<file path="src/rtl/m_ext_pkg.sv">
// RV32M decode constants and issue-controller state encoding shared by the
// M-unit issue path.
package m_ext_pkg;

   localparam logic [6:0] OPC_OP    = 7'b0110011;
   localparam logic [6:0] F7_MULDIV = 7'b0000001;

   typedef enum logic [2:0] {
      F3_MUL    = 3'd0,
      F3_MULH   = 3'd1,
      F3_MULHSU = 3'd2,
      F3_MULHU  = 3'd3,
      F3_DIV    = 3'd4,
      F3_DIVU   = 3'd5,
      F3_REM    = 3'd6,
      F3_REMU   = 3'd7
   } funct3_e;

   typedef enum logic [2:0] {
      IDLE  = 3'd0,
      ISSUE = 3'd1,
      WAIT  = 3'd2,
      WB    = 3'd3,
      DRAIN = 3'd4
   } state_e;

   function automatic logic is_m_op(input logic [6:0] opcode, input logic [6:0] funct7);
      return (opcode == OPC_OP) && (funct7 == F7_MULDIV);
   endfunction

endpackage

</file>
<file path="src/rtl/m_unit_issue_ctrl.sv">
// Issue/writeback controller between the execute stage and the M unit:
// stalls execute, issues one RV32M op, and returns its result to the regfile.
module m_unit_issue_ctrl
   import m_ext_pkg::*;
#(
   parameter int XLEN           = 32,
   parameter int TIMEOUT_CYCLES = 64
) (
   input  logic            clk,
   input  logic            resetn,
   input  logic            ex_valid,
   input  logic [31:0]     ex_instruction,
   input  logic [XLEN-1:0] ex_rs1_data,
   input  logic [XLEN-1:0] ex_rs2_data,
   input  logic            ex_flush,
   output logic            ex_stall,
   output logic            ex_is_m,
   output logic            m_valid,
   output logic [31:0]     m_instruction,
   output logic [XLEN-1:0] m_rs1,
   output logic [XLEN-1:0] m_rs2,
   input  logic            m_wr,
   input  logic [XLEN-1:0] m_rd,
   input  logic            m_busy,
   input  logic            m_ready,
   output logic            wb_valid,
   output logic [4:0]      wb_rd_addr,
   output logic [XLEN-1:0] wb_data,
   input  logic            wb_ready,
   output logic            timeout_err
);

   localparam int            CW       = $clog2(TIMEOUT_CYCLES) + 1;
   localparam logic [CW-1:0] CNT_LAST = CW'(TIMEOUT_CYCLES - 1);

   state_e          r_state, w_next;
   logic [CW-1:0]   r_cnt;
   logic [31:0]     r_instr;
   logic [XLEN-1:0] r_rs1, r_rs2, r_wb_data;
   logic [4:0]      r_rd;
   logic            w_accept, w_timeout, w_skip, w_done, w_waiting;

   assign ex_is_m   = is_m_op(ex_instruction[6:0], ex_instruction[31:25]);
   assign w_accept  = (r_state == IDLE) & ex_valid & ex_is_m & ~ex_flush & ~m_busy;
   assign w_waiting = (r_state == WAIT) | (r_state == DRAIN);
   assign w_timeout = w_waiting & ~m_ready & (r_cnt == CNT_LAST);
   // A result that would not be written (no write or rd==x0) retires straight from WAIT.
   assign w_skip    = (r_state == WAIT) & m_ready & (~m_wr | (r_rd == 5'd0));
   assign w_done    = ((r_state == WB) & wb_ready) | w_skip;

   assign ex_stall  = (ex_valid & ex_is_m & ~ex_flush & ~w_done) |
                      ((r_state == DRAIN) & ex_valid & ex_is_m);

   assign m_valid       = (r_state == ISSUE);
   assign m_instruction = r_instr;
   assign m_rs1         = r_rs1;
   assign m_rs2         = r_rs2;
   assign wb_valid      = (r_state == WB);
   assign wb_rd_addr    = r_rd;
   assign wb_data       = r_wb_data;
   assign timeout_err   = w_timeout;

   always_comb begin
      w_next = r_state;
      case (r_state)
         IDLE:  if (w_accept) w_next = ISSUE;
         ISSUE: w_next = ex_flush ? DRAIN : WAIT;
         // A flush that coincides with completion has nothing left to drain.
         WAIT: begin
            if (m_ready | w_timeout) w_next = (ex_flush | w_skip) ? IDLE : WB;
            else if (ex_flush)       w_next = DRAIN;
         end
         WB:    if (wb_ready | ex_flush) w_next = IDLE;
         DRAIN: if (m_ready | w_timeout) w_next = IDLE;
         default: w_next = IDLE;
      endcase
   end

   always_ff @(posedge clk or negedge resetn) begin
      if (!resetn) begin
         r_state   <= IDLE;
         r_cnt     <= '0;
         r_instr   <= '0;
         r_rs1     <= '0;
         r_rs2     <= '0;
         r_rd      <= '0;
         r_wb_data <= '0;
      end else begin
         r_state <= w_next;
         if (w_accept) begin
            r_instr <= ex_instruction;
            r_rs1   <= ex_rs1_data;
            r_rs2   <= ex_rs2_data;
            r_rd    <= ex_instruction[11:7];
         end
         if (r_state == ISSUE) r_cnt <= '0;
         else if (w_waiting)   r_cnt <= r_cnt + 1'b1;
         if (r_state == WAIT) begin
            if (m_ready)        r_wb_data <= m_rd;
            else if (w_timeout) r_wb_data <= '0;
         end
      end
   end

endmodule

</file>
<file path="config.mk">
export PLATFORM = sky130hd
export DESIGN_NAME = m_unit_issue_ctrl
export DESIGN_NICKNAME = d
export VERILOG_FILES = /design/src/rtl/m_ext_pkg.sv /design/src/rtl/m_unit_issue_ctrl.sv
export SDC_FILE = /design/constraint.sdc
export NUM_CORES = 1
export LEC_CHECK = 0
export CORE_AREA = 5 5 100 149
export CTS_BUF_LIST = sky130_fd_sc_hd__clkbuf_8
export DETAILED_ROUTE_END_ITERATION = 12
export DIE_AREA = 0 0 105 154
export PLACE_DENSITY = 0.79
export SYNTH_ARGS = -nofsm -noshare
export SYNTH_HDL_FRONTEND = slang
export SYNTH_SLANG_ARGS = --single-unit
</file>
<file path="constraint.sdc">
create_clock -name clk -period 2.4 [get_ports clk]
set_input_delay 0.36 -clock clk [delete_from_list [all_inputs] [get_ports clk]]
set_output_delay 0.36 -clock clk [all_outputs]
set_load 0.02 [all_outputs]
</file>
==> run metrics <==
met1 Usage GRT=20.9%; Place WS=-0.168 ns; critical path class=reg2out; max incr delay on CP=0.55 ns; starting density of the core=40.0%; critical path arrival=1.99 ns; H-Tree Depth=4; Final TNS setup=0 ns; largest net degree at the start of global routing=68; Final setup violation count=0; overall routing resource usage=19.9%; Slew HR=57.3%; Hold Crit Class=reg2reg; fraction of layout cells with a size suffix above 1=10.1%; core box area=13400 µm²; area leader, netlist=dfrtp_1; endpoints failing hold=0; clk sink count=138; vias per cell=4.99; CTS root buf=clkbuf_8; die area=16200 µm²; final clock skew=0.0109 ns; status=complete, no violations; Routed wire per std cell=19.1 µm; met3 usage=8.05%; drt drc=0; n_diodes=0; Area growth syn-to-layout=64.5%; slowest library cell on the worst path=or4_4; Rows=52; 1st-pass router iterations=4; most common cell in the netlist=dfrtp_1; crit-path leading delay family=simple AND/OR/NAND/NOR gates; register area share after synthesis=64.4%; Peak VDD IR=0.292 mV; nets=797; Max Cap Viol=0; top cells by count, synth=138 x dfrtp_1, 82 x mux2_1, 33 x a22o_1; synth top area cells=dfrtp_1 64%, mux2_1 17%, a22o_1 5.4%; most utilized layer in the global route result=met2; crit-path max FO=2; CP required=2.04 ns; Fill cells=983; Clk Latency, worst-skew pair=0.43 ns; via count=4160; CTS Buffer Depth=2; post-synthesis register bit count=138; Final Wtd Congestion=0.804; Leak=4.16 nW; Worst Slack Setup Final=0.0455 ns; Critical Path End Type=primary output; initial antenna violation count=0; grt total ovfl=0; Die H=154 µm; Synth top area share=64.4%; mean post-synth cell area=14.6 µm²; CTS tree=yes; first-pass GRT wire length=25400 µm; Routed WL=16000 µm; Final Max Tran Viols=0; vias in the first global route=4729; Power Density=604 nW/µm²; IO buf count=273; # IOs=274; Distinct cells, synth=41; worst slew pin tran=0.640 ns; top_reg_cell synth=dfrtp_1; crit path time final=2.35 ns; Mapped Nets=504; CP cell instances=or4_4, o21ai_4, a21oi_1, o221a_2, buf_6; Iter 0 DRT Violations=121; Final Cycle Share=98.1%; met2 Usage GRT=35.5%; max frequency=0.425 GHz; post-route ant nets=0; cells after synthesis=367; DP HPWL=12100 µm; Design Power=5.33 mW; Synth async-reset ratio=100%; Die W=105 µm; number of flops mapped to enable cells by yosys=0; crit path launch type=flop; synthesized area=5360 µm²; CP Buf/Inv Count=1; unrepaired setup endpoints after global routing=true; Yosys warnings=0; TritonCTS buffer count=17; Clk pin slew, worst setup/hold paths=0.07 ns
[power by group]
part	internal (mW)	switching, mW	leakage [nW]	total (mW)
registers	2.44	0.0700	1.89	2.51
clock network	1.03	0.919	0.196	1.95
logic	0.516	0.359	2.08	0.875
[logic make-up after synthesis]
family / share of synthesized area [%]
XOR/XNOR: 0.490
AO/OA/AOI/OAI: 8.56
buffers and inverters: 2.96
multiplexers: 17.6
adder cells (fa/ha/maj): 0.233
AND/OR/NAND/NOR: 5.79
flip-flops: 64.4
[final cells by class]
cell class	instances	area (µm²)	share of cell area [%]
Clock buffer	17	234	2.65
Clock inverter	14	173	1.96
Inverter	5	18.8	0.213
Multi-Input combinational cell	199	1780	20.2
Sequential cell	138	3450	39.1
Tap cell	162	203	2.30
Timing Repair Buffer	299	2960	33.6
[cell usage in the layout, fill, tap and decap left out, types with 3 or more instances in the layout]
| cell | n |
|---|---|
| bufinv_16 | 3 |
| or2_1 | 5 |
| clkinvlp_4 | 4 |
| dfrtp_1 | 138 |
| clkbuf_8 | 17 |
| a22o_1 | 33 |
| inv_1 | 6 |
| nand2_1 | 7 |
| mux2_1 | 82 |
| dlygate4sd2_1 | 3 |
| buf_12 | 3 |
| nor2_1 | 7 |
| buf_4 | 22 |
| nand2b_1 | 3 |
| clkdlybuf4s50_1 | 267 |
| inv_6 | 3 |
| o21ai_0 | 3 |
| nor3_1 | 4 |
| nor2b_1 | 12 |
| a21oi_1 | 7 |
[flip-flops by register name, indices dropped and copies added (netlist names)]
register / count
m_instruction: 32
m_rs1: 32
m_rs2: 32
wb_data: 32
r_cnt: 7
r_state: 3
[metrics by stage]
stage                     std cells  hold WS (ns)  utilization (%)  instance area [µm²]
after floorplan                 367        0.0644                -                 5360
after global placement          802         0.394             62.6                 8400
after detailed placement        802         0.408             62.6                 8400
after CTS                       834         0.485             65.8                 8820
after global routing            834         0.487             65.8                 8820
final                           834         0.482             65.8                 8820
[repair_timing]
action,4_1_cts,5_1_grt
endpoints found under the hold margin,64,0
setup buffers,1,0
hold buffers,1,0
resized for setup,18,0
pin swaps,2,2
endpoints found under the setup margin,5,1
[final timing paths]
kind | from | endpoint | slack [ns] | depth (start not counted)
max in group asynchronous | resetn | m_instruction[27]$_DFFE_PN0P_ | 1.17 | 3
min in group asynchronous | resetn | wb_data[18]$_DFFE_PN0P_ | 0.49 | 2
setup / recovery | m_instruction[11]$_DFFE_PN0P_ | ex_stall | 0.05 | 5
hold / removal | m_instruction[25]$_DFFE_PN0P_ | m_instruction[25]$_DFFE_PN0P_ | 0.48 | 1
hold reg to reg | m_instruction[25]$_DFFE_PN0P_ | m_instruction[25]$_DFFE_PN0P_ | 0.48 | 1
setup reg to reg | r_cnt[0]$_DFFE_PN0P_ | wb_data[5]$_DFFE_PN0P_ | 0.14 | 6
[per-layer routing]
layer / part of all wire [%] / routed length (µm)
met5: 0 / 0
met4: 2.0 / 316
met3: 8.6 / 1380
met2: 54 / 8600
met1: 36 / 5670
(Power assumes the default switching activity.)
